### src/rtl/dp_ram_fifo_ctrl.sv
// Synchronous FIFO controller that drives a 16x8 dual-port RAM.
// Writes use RAM port A, reads use port B. pop_data returns one cycle after an accepted pop.
module dp_ram_fifo_ctrl #(
    parameter int unsigned DATA_W = 8,
    parameter int unsigned ADDR_W = 4,
    parameter int unsigned DEPTH  = 16
) (
    input  logic              clk,
    input  logic              rst,
    input  logic              push,
    input  logic [DATA_W-1:0] push_data,
    input  logic              pop,
    input  logic              flush,
    input  logic              clr_err,
    output logic [DATA_W-1:0] pop_data,
    output logic              pop_valid,
    output logic              full,
    output logic              empty,
    output logic [ADDR_W:0]   count,
    output logic              overflow,
    output logic              underflow,
    output logic              ram_we_a,
    output logic [ADDR_W-1:0] ram_add_a,
    output logic [DATA_W-1:0] ram_data_a,
    output logic              ram_re_b,
    output logic [ADDR_W-1:0] ram_add_b,
    input  logic [DATA_W-1:0] ram_out_b
);

    localparam int unsigned CNT_W = ADDR_W + 1;

    logic [ADDR_W-1:0] wr_ptr, rd_ptr, wr_ptr_nxt, rd_ptr_nxt;
    logic [CNT_W-1:0]  count_nxt;
    logic              push_ok, pop_ok;
    logic              overflow_nxt, underflow_nxt;

    // Accept decisions use registered status only; strobes are held low during reset.
    always_comb begin
        push_ok       = push & ~full  & ~flush & ~rst;
        pop_ok        = pop  & ~empty & ~flush & ~rst;
        wr_ptr_nxt    = wr_ptr;
        rd_ptr_nxt    = rd_ptr;
        count_nxt     = count;
        overflow_nxt  = overflow  & ~clr_err;
        underflow_nxt = underflow & ~clr_err;

        if (flush) begin
            wr_ptr_nxt = '0;
            rd_ptr_nxt = '0;
            count_nxt  = '0;
        end else begin
            // Pointers wrap naturally because DEPTH is 2**ADDR_W.
            wr_ptr_nxt = wr_ptr + ADDR_W'(push_ok);
            rd_ptr_nxt = rd_ptr + ADDR_W'(pop_ok);
            case ({push_ok, pop_ok})
                2'b10:   count_nxt = count + CNT_W'(1);
                2'b01:   count_nxt = count - CNT_W'(1);
                default: count_nxt = count;
            endcase
        end

        if (push & full & ~flush)
            overflow_nxt = 1'b1;
        if (pop & empty & ~flush)
            underflow_nxt = 1'b1;
    end

    assign ram_we_a   = push_ok;
    assign ram_add_a  = wr_ptr;
    assign ram_data_a = push_data;
    assign ram_re_b   = pop_ok;
    assign ram_add_b  = rd_ptr;
    assign pop_data   = ram_out_b;

    always_ff @(posedge clk or posedge rst) begin
        if (rst) begin
            wr_ptr    <= '0;
            rd_ptr    <= '0;
            count     <= '0;
            empty     <= 1'b1;
            full      <= 1'b0;
            pop_valid <= 1'b0;
            overflow  <= 1'b0;
            underflow <= 1'b0;
        end else begin
            wr_ptr    <= wr_ptr_nxt;
            rd_ptr    <= rd_ptr_nxt;
            count     <= count_nxt;
            empty     <= (count_nxt == '0);
            full      <= (count_nxt == CNT_W'(DEPTH));
            pop_valid <= pop_ok;
            overflow  <= overflow_nxt;
            underflow <= underflow_nxt;
        end
    end

endmodule

### config.mk
export PLATFORM = sky130hd
export DESIGN_NAME = dp_ram_fifo_ctrl
export DESIGN_NICKNAME = d
export VERILOG_FILES = /design/src/rtl/dp_ram_fifo_ctrl.sv
export SDC_FILE = /design/constraint.sdc
export NUM_CORES = 1
export LEC_CHECK = 0
export ABC_AREA = 1
export CORE_UTILIZATION = 35
export CTS_BUF_LIST = sky130_fd_sc_hd__clkbuf_4 sky130_fd_sc_hd__clkbuf_8
export CTS_CLUSTER_DIAMETER = 80
export DETAILED_ROUTE_END_ITERATION = 8
export GPL_TIMING_DRIVEN = 0
export PLACE_DENSITY_LB_ADDON = 0.05
export SLEW_MARGIN = 15
export SYNTH_ARGS = -nofsm -noshare
export SYNTH_HDL_FRONTEND = slang
export SYNTH_SLANG_ARGS = --single-unit
### constraint.sdc
create_clock -name clk -period 3 [get_ports clk]
set_input_delay 0.9 -clock clk [delete_from_list [all_inputs] [get_ports clk]]
set_output_delay 0.9 -clock clk [all_outputs]
set_load 0.02 [all_outputs]
==> results.json <==
{
  "status": "complete, but fails checks",
  "violations": "design-rule violations",
  "synth_seq_cells": 18,
  "finalMaxSlewViolations": 0,
  "layout-drive-gt1-share": 0.240,
  "ys_dominant_reg_cell": "sky130_fd_sc_hd__dfrtp_1",
  "finalSetupViolCount": 0,
  "gpl.final_weighted_congestion": 0.769,
  "yosysUniqueCellTypes": 21,
  "worst_setup_hold_path_clk_slew_ns": 0.11,
  "fin_util": 0.576,
  "critPathKind": "primary input to flip-flop",
  "grt.total_usage": 0.154,
  "cts_max_level": 1,
  "wl_per_cell_um": 11.1,
  "cts_made_buffers": 3,
  "power-per-cell-area_nw_per_um2": 371,
  "post_route_clock_period_utilization": 0.941,
  "rsz0062_at_grt": "false",
  "post_layout_worst_setup_margin_ns": 0.176,
  "maximum_net_fanout_on_the_critical_path": 6,
  "yosysMostFrequentCell": "sky130_fd_sc_hd__nand2_1",
  "synth-edff-count": 0,
  "vias_per_cell": 4.58,
  "tightestPinTransition_ns": 0.706,
  "fp.coreArea_um2": 2850,
  "clock-sinks": 18,
  "met3RoutedLength_um": 181,
  "grt_overflow": 0,
  "topRoutingLayerUsed": "met4",
  "via_count_of_the_first_global_routing_pass": 973,
  "design.final.nets": 213,
  "initialDrtViolationCount": 21,
  "buffer_ports.inserted": 41,
  "drt-pass1-iter-count": 6,
  "biggest_area_contributors_in_the_synthesized_netlist": "sky130_fd_sc_hd__dfrtp_1, sky130_fd_sc_hd__buf_4, sky130_fd_sc_hd__ha_1",
  "endpoints_failing_hold": 0,
  "post_synth_xor_area_fraction": 0.0320,
  "end_kind": "flip-flop",
  "finalClockSkew_ns": 0.00766,
  "yosysWarningCount": 0,
  "static-leakage-power_nw": 0.816,
  "start_util": 0.384,
  "synth_largest_type_area_fraction": 0.388,
  "detailedPlacementHpwl_mm": 1.80,
  "dpl_worst_slack_ns": -0.576,
  "cells_after_synthesis": 134,
  "max-slew-margin-rel": 0.529,
  "max-vdd-ir-drop_v": 0.000226,
  "synthToLayoutAreaGrowth_pct": 50.0,
  "netlist.top_cell.by_area": "sky130_fd_sc_hd__dfrtp_1",
  "grt_max_degree": 19,
  "syn-mean-instance-area_um2": 8.18,
  "synth_nets": 163,
  "timing.critical_path.required_ns": 3.23,
  "synth_fa_ha_area_frac": 0.0799,
  "yosys.area_share.simple": 0.218,
  "synth_area_um2": 1100,
  "timing.critical_path.arrival_ns": 3.05,
  "die-area_um2": 3360,
  "clock_insertion_delay_worst_skew_ns": 0.30,
  "drt.antenna.violating_nets": 0,
  "synthesized_area_fraction_occupied_by_ao_oa_aoi_and_oai_cells": 0.0662,
  "synth_seq_area_share": 0.412,
  "route.final.wire_length_mm": 2.37,
  "antenna_cells_inserted": 0,
  "worst_hold_path_type": "flip-flop to flip-flop",
  "remaining_drc_errors": 7,
  "placement_rows": 19,
  "die_width_um": 58.0,
  "cap_violations": 0,
  "final.setup.tns_ns": 0,
  "wl_met2_mm": 1.14,
  "synth_top_family_by_area": "simple AND/OR/NAND/NOR gates",
  "netlist_top_cells_count": "sky130_fd_sc_hd__nand2_1, sky130_fd_sc_hd__inv_1, sky130_fd_sc_hd__dfrtp_1",
  "clk_path_buf_depth": 2,
  "antenna_found_initial": 0,
  "post_synth_mux_area_share": 0,
  "design.portCount": 58,
  "startpoint_type": "primary input",
  "max_clock_freq_mhz": 354,
  "postSynth.asyncResetShare": 1.00,
  "total_number_of_vias": 980,
  "cts_hold_repair.buffers": 0,
  "drt-met1-wl_mm": 1.03,
  "cts_root_buffer": "sky130_fd_sc_hd__clkbuf_4",
  "grt_pass1_wl_mm": 4.00,
  "fin_crit_ns": 2.82,
  "tritoncts": "done",
  "die_h_um": 58.0
}
worst max-delay path: stages:
cell	delay (ns)
sky130_fd_sc_hd__clkdlybuf4s50_1	0.43
sky130_fd_sc_hd__nor2_2	0.12
sky130_fd_sc_hd__nand2_1	0.09
sky130_fd_sc_hd__nor2_4	0.14
sky130_fd_sc_hd__buf_4	0.13
sky130_fd_sc_hd__ha_4	0.18
sky130_fd_sc_hd__nand2_1	0.08
sky130_fd_sc_hd__inv_2	0.09
sky130_fd_sc_hd__nor2_4	0.04
sky130_fd_sc_hd__ha_1	0.16
sky130_fd_sc_hd__inv_1	0.05
sky130_fd_sc_hd__nand2_1	0.07
sky130_fd_sc_hd__xnor2_1	0.16
sky130_fd_sc_hd__nand2_1	0.11
sky130_fd_sc_hd__a21oi_2	0.12
sky130_fd_sc_hd__nand2_1	0.07
sky130_fd_sc_hd__nor2_1	0.11
where the power goes:
group	leakage (nW)	internal, mW	switching (mW)
combinational	0.551	0.0905	0.0959
clock	0.0210	0.0740	0.0773
sequential	0.244	0.258	0.0138
total	0.816	0.423	0.187
final cells by class:
class,instances,area (um^2)
fill,275,1210
buffer,17,131
sequential,18,452
clock buffer,4,36.3
tap,31,38.8
timing repair buffer,45,432
inverter,21,78.8
multi-input combinational,78,475
through the flow:
step                      total power, mW  area (um^2)  hold WS, ns  std cells
final                               0.610         1640        0.491        214
after global routing                0.642         1640        0.538        214
after CTS                           0.620         1640        0.496        214
after detailed placement            0.456         1560        0.483        206
after global placement              0.454         1560        0.479        206
after floorplan                     0.384         1110        0.579        134
worst paths after layout:
path                                   startpoint                      to  slack (ns)  cells past startpoint
max                                           rst         empty$_DFF_PP1_        0.18                     17
min                        ram_add_b[2]$_DFF_PP0_  ram_add_b[2]$_DFF_PP0_        0.49                      1
max reg2reg                        full$_DFF_PP0_         empty$_DFF_PP1_        0.92                     13
min reg2reg                ram_add_b[2]$_DFF_PP0_  ram_add_b[2]$_DFF_PP0_        0.49                      1
max in group asynchronous                     rst      overflow$_DFF_PP0_        1.49                      2
min in group asynchronous                     rst     pop_valid$_DFF_PP0_        1.06                      2
logic make-up after synthesis:
logic type      Yosys count
fa+ha+maj                 7
buf+inv                  38
compound gates           13
xor+xnor                  4
flops                    18
simple gates             54
what timing repair did:
item / CTS / global route
pin swaps: 3 / 1
cloned: 0 / 0
endpoints found under the setup margin: 6 / 2
gates resized for setup: 18 / 0
buffers inserted: 4 / 0
sequential cells by signal, summed over array words and instances, names as in the netlist:
register and flops:
count 5, ram_add_a 4, ram_add_b 4, empty 1, full 1, overflow 1, pop_valid 1, underflow 1
layout by cell type (no fill, tap or decap), types with 2 or more instances in the layout:
master	netlist	final
sky130_fd_sc_hd__clkbuf_4	0	3
sky130_fd_sc_hd__a21oi_1	3	3
sky130_fd_sc_hd__inv_1	18	17
sky130_fd_sc_hd__nand2_2	3	3
sky130_fd_sc_hd__a21oi_2	2	2
sky130_fd_sc_hd__clkdlybuf4s50_1	0	38
sky130_fd_sc_hd__inv_2	3	4
sky130_fd_sc_hd__ha_1	7	6
sky130_fd_sc_hd__xor2_1	2	2
sky130_fd_sc_hd__o21ai_1	3	4
sky130_fd_sc_hd__nand3_1	9	9
sky130_fd_sc_hd__xnor2_1	2	2
sky130_fd_sc_hd__nor2_4	1	3
sky130_fd_sc_hd__o21ai_0	5	4
sky130_fd_sc_hd__nand2_1	22	22
sky130_fd_sc_hd__buf_4	16	21
sky130_fd_sc_hd__dfrtp_1	17	17
sky130_fd_sc_hd__nor2_1	16	13
per-layer routing:
layer / vias to the layer above / GRT usage
met5: - / 0
met4: 0 / 0.0612
met3: 2 / 0.0156
met2: 43 / 0.266
met1: 440 / 0.197
li1: 495 / -
Power figures use the tool's default switching activity.
